**src/rtl/smg_pkg.sv**
```systemverilog
// smg_pkg: shared definitions for the multiplexed seven-segment driver.
//   state_t     conversion FSM states (IDLE / SHIFT / COMMIT)
//   SEG_DIGIT   segment patterns {g,f,e,d,c,b,a} for decimal digits 0..9
//   SEG_DASH    pattern shown on every digit when the value overflows
//   SEG_OFF     all segments dark
//   seg_decode  BCD nibble to segment pattern (non-decimal nibbles go dark)
//   pow10       10**n, used to size the overflow limit
package smg_pkg;

   typedef enum logic [1:0] {
      IDLE,
      SHIFT,
      COMMIT
   } state_t;

   localparam logic [6:0] SEG_DIGIT [0:9] = '{
      7'h3F, 7'h06, 7'h5B, 7'h4F, 7'h66,
      7'h6D, 7'h7D, 7'h07, 7'h7F, 7'h6F
   };
   localparam logic [6:0] SEG_DASH = 7'h40;
   localparam logic [6:0] SEG_OFF  = 7'h00;

   function automatic logic [6:0] seg_decode(input logic [3:0] d);
      logic [6:0] s;
      case (d)
         4'd0:    s = SEG_DIGIT[0];
         4'd1:    s = SEG_DIGIT[1];
         4'd2:    s = SEG_DIGIT[2];
         4'd3:    s = SEG_DIGIT[3];
         4'd4:    s = SEG_DIGIT[4];
         4'd5:    s = SEG_DIGIT[5];
         4'd6:    s = SEG_DIGIT[6];
         4'd7:    s = SEG_DIGIT[7];
         4'd8:    s = SEG_DIGIT[8];
         4'd9:    s = SEG_DIGIT[9];
         default: s = SEG_OFF;
      endcase
      return s;
   endfunction

   function automatic longint unsigned pow10(input int unsigned n);
      longint unsigned p;
      p = 1;
      for (int unsigned i = 0; i < n; i++) begin
         p = p * 10;
      end
      return p;
   endfunction

endpackage

```
**src/rtl/smg_scan_if.sv**
```systemverilog
// smg_scan_if: value/control and display bus of the seven-segment driver.
//   bin_in, load        value to display and its one-cycle convert request
//   dp_mask, blank_lz   per-digit decimal points, leading-zero blanking
//   busy, overflow      conversion status, committed value out of range
//   smg_en, seg         one-hot digit enable and {dp,g,f,e,d,c,b,a}
// master = the side issuing values (user logic / bench), slave = smg_scan.
interface smg_scan_if #(
   parameter int unsigned N_DIGITS = 4,
   parameter int unsigned BIN_W    = 14
) ();

   logic [BIN_W-1:0]    bin_in;
   logic                load;
   logic [N_DIGITS-1:0] dp_mask;
   logic                blank_lz;
   logic                busy;
   logic                overflow;
   logic [N_DIGITS-1:0] smg_en;
   logic [7:0]          seg;

   modport master (
      output bin_in, load, dp_mask, blank_lz,
      input  busy, overflow, smg_en, seg
   );

   modport slave (
      input  bin_in, load, dp_mask, blank_lz,
      output busy, overflow, smg_en, seg
   );

endinterface

```
**src/rtl/smg_bin2bcd.sv**
```systemverilog
// smg_bin2bcd: sequential double-dabble binary to BCD converter.
//   clk_50M, rst_n  clock, synchronous active-low reset
//   start           accepted only in IDLE; captures bin
//   bin             binary value
//   busy            high from the accepting edge until COMMIT completes
//   done            one-cycle pulse when bcd/ovf are refreshed
//   bcd             4*N_DIGITS BCD result, registered
//   ovf             value does not fit in N_DIGITS decimal digits
module smg_bin2bcd
   import smg_pkg::*;
#(
   parameter int unsigned N_DIGITS = 4,
   parameter int unsigned BIN_W    = 14
) (
   input  logic                  clk_50M,
   input  logic                  rst_n,
   input  logic                  start,
   input  logic [BIN_W-1:0]      bin,
   output logic                  busy,
   output logic                  done,
   output logic [4*N_DIGITS-1:0] bcd,
   output logic                  ovf
);

   localparam int unsigned     BCD_W = 4 * N_DIGITS;
   localparam int unsigned     SR_W  = BCD_W + BIN_W;
   localparam int unsigned     CNT_W = (BIN_W > 1) ? $clog2(BIN_W) : 1;
   localparam longint unsigned LIMIT = pow10(N_DIGITS);

   state_t           state;
   logic [SR_W-1:0]  sr;
   logic [SR_W-1:0]  sr_adj;
   logic [BIN_W-1:0] cap;
   logic [CNT_W-1:0] cnt;
   logic             carry;
   logic             cap_big;

   // Add-3 on every BCD nibble >= 5 before the shift.
   always_comb begin
      sr_adj = sr;
      for (int unsigned i = 0; i < N_DIGITS; i++) begin
         if (sr[BIN_W + 4*i +: 4] >= 4'd5) begin
            sr_adj[BIN_W + 4*i +: 4] = sr[BIN_W + 4*i +: 4] + 4'd3;
         end
      end
   end

   assign cap_big = (64'(cap) >= LIMIT);

   always_ff @(posedge clk_50M) begin
      if (!rst_n) begin
         state <= IDLE;
         sr    <= '0;
         cap   <= '0;
         cnt   <= '0;
         carry <= 1'b0;
         busy  <= 1'b0;
         done  <= 1'b0;
         bcd   <= '0;
         ovf   <= 1'b0;
      end else begin
         done <= 1'b0;
         case (state)
            IDLE: begin
               if (start) begin
                  sr    <= {{BCD_W{1'b0}}, bin};
                  cap   <= bin;
                  cnt   <= '0;
                  carry <= 1'b0;
                  busy  <= 1'b1;
                  state <= SHIFT;
               end
            end
            SHIFT: begin
               sr    <= {sr_adj[SR_W-2:0], 1'b0};
               // Bit leaving the top nibble means the value needs another digit.
               carry <= carry | sr_adj[SR_W-1];
               cnt   <= cnt + CNT_W'(1);
               if (cnt == CNT_W'(BIN_W - 1)) begin
                  state <= COMMIT;
               end
            end
            COMMIT: begin
               bcd   <= sr[SR_W-1 -: BCD_W];
               ovf   <= carry | cap_big;
               done  <= 1'b1;
               busy  <= 1'b0;
               state <= IDLE;
            end
            default: state <= IDLE;
         endcase
      end
   end

endmodule

```
**src/rtl/smg_scan.sv**
```systemverilog
// smg_scan: multiplexed seven-segment display driver.
//   clk_50M, rst_n  system clock, synchronous active-low reset
//   bus (slave)     bin_in/load request a conversion; dp_mask/blank_lz are
//                   sampled live; busy/overflow report conversion state;
//                   smg_en (digit k on bit N_DIGITS-1-k) and seg drive the board.
// A tick divider advances the scan index every CLK_HZ/SCAN_HZ cycles; the
// display registers change only when a conversion commits.
module smg_scan
   import smg_pkg::*;
#(
   parameter int unsigned N_DIGITS    = 4,
   parameter int unsigned BIN_W       = 14,
   parameter int unsigned CLK_HZ      = 50_000_000,
   parameter int unsigned SCAN_HZ     = 1_000,
   parameter bit          SEG_ACT_LOW = 1'b0
) (
   input logic        clk_50M,
   input logic        rst_n,
   smg_scan_if.slave  bus
);

   localparam int unsigned         DIV    = CLK_HZ / SCAN_HZ;
   localparam int unsigned         CNT_W  = (DIV > 1) ? $clog2(DIV) : 1;
   localparam int unsigned         IDX_W  = (N_DIGITS > 1) ? $clog2(N_DIGITS) : 1;
   localparam logic [N_DIGITS-1:0] INV_EN  = {N_DIGITS{SEG_ACT_LOW}};
   localparam logic [7:0]          INV_SEG = {8{SEG_ACT_LOW}};

   logic                  start;
   logic                  bcd_busy;
   logic                  bcd_done;
   logic                  bcd_ovf;
   logic [4*N_DIGITS-1:0] bcd;

   logic                  busy_q;
   logic                  ovf_q;
   logic [4*N_DIGITS-1:0] disp;

   logic [CNT_W-1:0]      cnt;
   logic                  tick;
   logic [IDX_W-1:0]      idx;

   logic                  zacc;
   logic [N_DIGITS-1:0]   zero_above;
   logic [3:0]            digit;
   logic                  dp_bit;
   logic                  slot_zero;
   logic                  blank;
   logic [N_DIGITS-1:0]   en_sel;
   logic [N_DIGITS-1:0]   en_n;
   logic [7:0]            seg_n;
   logic [N_DIGITS-1:0]   en_q;
   logic [7:0]            seg_q;

   // The converter also ignores start outside IDLE; gating with busy_q keeps
   // the request dropped for the whole externally visible busy window.
   assign start = bus.load & ~busy_q;

   smg_bin2bcd #(
      .N_DIGITS (N_DIGITS),
      .BIN_W    (BIN_W)
   ) u_bin2bcd (
      .clk_50M (clk_50M),
      .rst_n   (rst_n),
      .start   (start),
      .bin     (bus.bin_in),
      .busy    (bcd_busy),
      .done    (bcd_done),
      .bcd     (bcd),
      .ovf     (bcd_ovf)
   );

   // Status and digit registers; digits and overflow change together.
   always_ff @(posedge clk_50M) begin
      if (!rst_n) begin
         busy_q <= 1'b0;
         ovf_q  <= 1'b0;
         disp   <= '0;
      end else begin
         busy_q <= bcd_busy;
         if (bcd_done) begin
            disp  <= bcd;
            ovf_q <= bcd_ovf;
         end
      end
   end

   assign tick = (cnt == CNT_W'(DIV - 1));

   always_comb begin
      zacc       = 1'b1;
      zero_above = '0;
      digit      = '0;
      dp_bit     = 1'b0;
      slot_zero  = 1'b0;
      en_sel     = '0;
      en_n       = '0;
      seg_n      = '0;
      // zero_above[k]: digit k and every digit above it are zero.
      for (int unsigned i = 0; i < N_DIGITS; i++) begin
         zacc = zacc & (disp[4*(N_DIGITS-1-i) +: 4] == 4'd0);
         zero_above[N_DIGITS-1-i] = zacc;
      end
      for (int unsigned i = 0; i < N_DIGITS; i++) begin
         if (idx == IDX_W'(i)) begin
            digit                = disp[4*i +: 4];
            dp_bit               = bus.dp_mask[i];
            slot_zero            = zero_above[i];
            en_sel[N_DIGITS-1-i] = 1'b1;
         end
      end
      blank = bus.blank_lz & ~ovf_q & (idx != '0) & slot_zero;
      if (!blank) begin
         en_n  = en_sel;
         seg_n = {dp_bit, ovf_q ? SEG_DASH : seg_decode(digit)};
      end
   end

   always_ff @(posedge clk_50M) begin
      if (!rst_n) begin
         cnt   <= '0;
         idx   <= '0;
         en_q  <= INV_EN;
         seg_q <= INV_SEG;
      end else begin
         if (tick) begin
            cnt <= '0;
            idx <= (idx == IDX_W'(N_DIGITS - 1)) ? '0 : idx + IDX_W'(1);
         end else begin
            cnt <= cnt + CNT_W'(1);
         end
         // Load the output flops once per slot (first cycle of the new idx),
         // so a commit can only ever appear from the start of a slot.
         if (cnt == '0) begin
            en_q  <= en_n ^ INV_EN;
            seg_q <= seg_n ^ INV_SEG;
         end
      end
   end

   assign bus.busy     = busy_q;
   assign bus.overflow = ovf_q;
   assign bus.smg_en   = en_q;
   assign bus.seg      = seg_q;

endmodule
```
**src/flat_wrapper.sv**
```systemverilog
// flat-port wrapper written by rule: the top's interface ports become plain ports
module smg_scan_flat import smg_pkg::*;
#(
   parameter int unsigned N_DIGITS    = 4,
   parameter int unsigned BIN_W       = 14,
   parameter int unsigned CLK_HZ      = 50_000_000,
   parameter int unsigned SCAN_HZ     = 1_000,
   parameter bit          SEG_ACT_LOW = 1'b0
)
  (clk_50M, rst_n, bus_bin_in, bus_load, bus_dp_mask, bus_blank_lz, bus_busy, bus_overflow, bus_smg_en, bus_seg);
  smg_scan_if #(.N_DIGITS(N_DIGITS), .BIN_W(BIN_W)) bus_i ();
  input logic clk_50M;
  input logic rst_n;
  input wire logic [$bits(bus_i.bin_in)-1:0] bus_bin_in;
  input wire logic [$bits(bus_i.load)-1:0] bus_load;
  input wire logic [$bits(bus_i.dp_mask)-1:0] bus_dp_mask;
  input wire logic [$bits(bus_i.blank_lz)-1:0] bus_blank_lz;
  output wire logic [$bits(bus_i.busy)-1:0] bus_busy;
  output wire logic [$bits(bus_i.overflow)-1:0] bus_overflow;
  output wire logic [$bits(bus_i.smg_en)-1:0] bus_smg_en;
  output wire logic [$bits(bus_i.seg)-1:0] bus_seg;
  assign bus_i.bin_in = bus_bin_in;
  assign bus_i.load = bus_load;
  assign bus_i.dp_mask = bus_dp_mask;
  assign bus_i.blank_lz = bus_blank_lz;
  assign bus_busy = bus_i.busy;
  assign bus_overflow = bus_i.overflow;
  assign bus_smg_en = bus_i.smg_en;
  assign bus_seg = bus_i.seg;
  smg_scan #(.N_DIGITS(N_DIGITS), .BIN_W(BIN_W), .CLK_HZ(CLK_HZ), .SCAN_HZ(SCAN_HZ), .SEG_ACT_LOW(SEG_ACT_LOW)) u_core (.clk_50M(clk_50M), .rst_n(rst_n), .bus(bus_i));
endmodule
```
**config.mk**
```make
export PLATFORM = sky130hd
export DESIGN_NAME = smg_scan_flat
export DESIGN_NICKNAME = d
export VERILOG_FILES = /design/src/rtl/smg_pkg.sv /design/src/rtl/smg_scan_if.sv /design/src/rtl/smg_bin2bcd.sv /design/src/rtl/smg_scan.sv /design/src/flat_wrapper.sv
export SDC_FILE = /design/constraint.sdc
export NUM_CORES = 1
export LEC_CHECK = 0
export CAP_MARGIN = 20
export CORE_ASPECT_RATIO = 0.9
export CORE_MARGIN = 2
export CORE_UTILIZATION = 63
export CTS_BUF_LIST = sky130_fd_sc_hd__clkbuf_16
export CTS_CLUSTER_DIAMETER = 200
export DETAILED_ROUTE_END_ITERATION = 10
export MAX_ROUTING_LAYER = met4
export PLACE_DENSITY_LB_ADDON = 0.12
export SETUP_SLACK_MARGIN = 0.02
export SLEW_MARGIN = 40
export SYNTH_ARGS = -nofsm -noshare
export SYNTH_HDL_FRONTEND = slang
export SYNTH_SLANG_ARGS = --single-unit
```
**constraint.sdc**
```tcl
create_clock -name clk_50M -period 4.6 [get_ports clk_50M]
set_clock_uncertainty 0.15 [all_clocks]
set_input_delay 1.15 -clock clk_50M [delete_from_list [all_inputs] [get_ports clk_50M]]
set_output_delay 1.15 -clock clk_50M [all_outputs]
set_load 0.02 [all_outputs]
```
==> metrics.md <==
| Metric | Value |
|---|---|
| Nets | 686 |
| Main synth FF type | dfxtp_1 |
| WP data arrival | 3000 ps |
| Worst-margin pin slew | between 700 and 800 ps |
| Number of max-cap violations | 0 |
| Initial DRC Count | between 150 and 200 |
| # DRC | 0 |
| Core area | 7990 um2 |
| Yosys top cell by area | dfxtp_1 |
| R2R Path Start | u_core.idx[0] |
| WL final | between 10 and 15 mm |
| Port bufs | 35 |
| RSZ-0062 raised after global routing | false |
| # setup viols final | 0 |
| Setup crit start kind | primary input |
| DR WL/cell | 15.5 um |
| Final slew viol count | 0 |
| DIE AREA | a little under 9000 um2 |
| Hold Path Cell Cnt | 1 |
| Number of synthesized flops with an enable pin | 0 |
| Worst slew margin | 49.9% |
| FF-to-FF End | u_core.bus.seg[6] |
| Met3 usage | 6.38% |
| Hold Crit Endpoint | u_core.bus.busy |
| Hold Path Class | reg -> reg |
| Hold path startpoint | u_core.u_bin2bcd.busy |
| Antenna violations before repair | 0 |
| Met2 usage | 45.9% |
| Global route hottest layer | met2 |
| Post-synthesis cell type count | approximately 50 |
| Initial core utilization | 64.4% |
| Sequential Power Share | 41.3% |
| Mapped Cells | 615 |
| Routed vias | 4352 |
| CTS resizes | 0 |
| Residual overflow from global routing | 0 |
| Switching share of power | a little under a quarter |
| Sequential-to-total area share from yosys stat | 44.3% |
| CTS tree | done |
| Worst path required time | 4750 ps |
| Mapped Area | 5150 um2 |
| Slowest CP cell | or4b_2 |
| First-pass detailed-route iteration total | 5 |
| Antenna Cells | 0 |
| Fin cells | 753 |
| Share of Yosys cell area claimed by the top area cell type | between 40% and 50% |
| Hold Fails Final Rpt | 0 |
| Clock share of power | 51.7% |
| Setup tns final | 0 ps |
| Number of CTS-inserted buffers | 17 |
| Die X | 99.3 um |
| Max incr delay on CP | ~900 ps |
| DPL Wire Length | 7.68 mm |
| Ys async rst share | 0% |
| Period utilization | between 60% and 70% |
| GR Layer Usage met1 | between 30% and 40% |
| CTS Buffer Depth | 2 |
| Switch Pwr | 0.579 mW |
| P_leak | 2.23 nW |
| Global-route wire length before repair | 19.9 mm |
| H-tree levels | 4 |
| Status | complete, no violations |
| Critical setup path kind | in -> reg |
| Crit path max-delay family | simple AND/OR/NAND/NOR gates |
| Ranking of synthesized cells by area | dfxtp_1 (44%), nand2_1 (9.0%), ha_1 (5.6%) |
| Crit end category | flop |
| Crit path max fanout | 25 |
| Synthesized area per cell | about 8.4 um2 |
| Post-cts hold buffer count | 0 |
| FP Rows | 31 |
| Maximum VDD drop | 0.273 mV |
| FF-to-FF path depth | 9 |
| Routability cong. | 0.918 |
| Number of global-route vias before repair | 4338 |
| Yosys warnings | 0 |
| Die H | 89.8 um |
| Pint | ~1.9 mW |
| FF+latch count, synth | ~110 |
| Cell Chain, Critical Path | clkdlybuf4s50_1 > or4b_2 > and3_1 > o21a_1 |
| Clock sink count | between 100 and 150 |
| Via/cell ratio | 5.78 |
| IO Pins | 36 |
| R2r setup slk | 1790 ps |
| Clock latency on the worst-skew pair | 410 ps |
| Syn_nets | 660 |
| Antenna Nets Post-Route | 0 |
| Minimum clock period | 2850 ps |
| Root Buffer | clkbuf_16 |
| CP bufs+invs | 1 |
| Placed insts | 721 |
| Postcts setup bufs | 0 |
| Clock slew at reported path FFs | around 50 ps |
| Largest net degree at the start of global routing | 37 |
| Fraction of layout cells with a size suffix above 1 | 7.80% |
| P&R area growth vs syn | 19.0% |
| Pwr Density | 410 nW/um2 |
| GRT Total Usage | between 20% and 30% |
| Combinational share of power | 7.0% |
| Maximum clock rate | 351 MHz |
## flip-flops by register name, summed over array words and instances, names as in the netlist, 2 cells and up
signal	count
u_core.idx	2
u_core.bus.smg_en	4
u_core.u_bin2bcd.state	2
u_core.u_bin2bcd.sr	30
u_core.disp	16
u_core.cnt	16
u_core.u_bin2bcd.cap	10
u_core.u_bin2bcd.bcd	16
u_core.u_bin2bcd.cnt	4
u_core.bus.seg	8
## cells by family after synthesis
logic type               Yosys count  synth area share [%]
AO/OA/AOI/OAI                    122                  14.3
adder cells (fa/ha/maj)           23                  5.59
multiplexers                      21                  4.08
flip-flops                       114                  44.3
XOR/XNOR                          21                  3.57
AND/OR/NAND/NOR                  261                  24.0
buffers and inverters             53                  4.13
## power by group through the flow
stage               clock [mW]  sequential (mW)  combinational (mW)
floorplan                    0             1.07              0.0990
global placement             0             1.06               0.170
detailed placement           0             1.06               0.173
CTS                       1.31             1.04               0.175
global route              1.36             1.04               0.192
finish                    1.30             1.04               0.175
## cells in the mapped netlist, types with 19 or more instances
cell,n
o21ai_0,22
inv_1,19
a21oi_1,50
dfxtp_1,114
nor2b_1,19
nor2_1,40
nand2_1,124
ha_1,23
nand3_1,27
clkbuf_1,28
mux2i_1,21
## area by class of cell
type | count | area [um2]
Tap cell | 99 | 124
Multi-Input combinational cell | 448 | 2660
Clock inverter | 15 | 166
Fill cell | 560 | 1860
Inverter | 19 | 71.3
Timing Repair Buffer | 41 | 395
Clock buffer | 17 | 425
Sequential cell | 114 | 2280
## per-stage QoR
step                setup WS (ps)  cell area, um2  total power, mW  util (%)  hold WS [ps]
global placement             1370            5530             1.23      69.2           290
CTS                          1770            6120             2.52      76.6           306
global route                 1610            6130             2.60      76.7           323
floorplan                    2080            5150             1.17         -           280
detailed placement           1360            5530             1.23      69.2           299
finish                       1750            6130             2.51      76.7           303
## worst reg2reg max path: stages (launching register included)
cell       delay [ps]
dfxtp_1           410
ha_1              560
nor2_1            200
o211a_1           210
or2_2             360
inv_1             120
ha_1              180
mux2i_1            80
a2111oi_2         360
nor2_1             60
## routing by layer
layer,vias up,part of all wire [%]
met3,21,4.0
met1,2097,45
li1,2147,-
met2,87,49
met4,0,1.8
met5,-,0
## layout by cell type (no fill, tap or decap), types with 6 or more instances in the layout
cell type / count
xnor2_1: 7
ha_1: 23
and3_1: 6
nor3_1: 7
buf_4: 6
o21ai_0: 22
inv_1: 19
xor2_1: 14
a21oi_1: 50
a31oi_1: 14
a21boi_0: 14
nand2_1: 124
mux2i_1: 21
nor2_1: 40
nand2b_1: 6
nand3_1: 27
dfxtp_1: 113
nor2b_1: 17
clkdlybuf4s50_1: 35
clkbuf_16: 17
## worst max path at each step
stage	startpoint	endpoint	slack, ps	cells after the start
2_1_floorplan	bus_load	u_core.u_bin2bcd.sr[23]	2080	5
3_3_place_gp	bus_load	u_core.u_bin2bcd.cnt[1]	1370	5
3_5_place_dp	bus_load	u_core.u_bin2bcd.cnt[3]	1360	4
4_1_cts	bus_load	u_core.u_bin2bcd.cnt[3]	1770	4
5_1_grt	u_core.idx[1]	u_core.bus.seg[4]	1610	12
6_report	bus_load	u_core.u_bin2bcd.cnt[3]	1750	4
No activity file was read; power rests on OpenSTA's default activity.
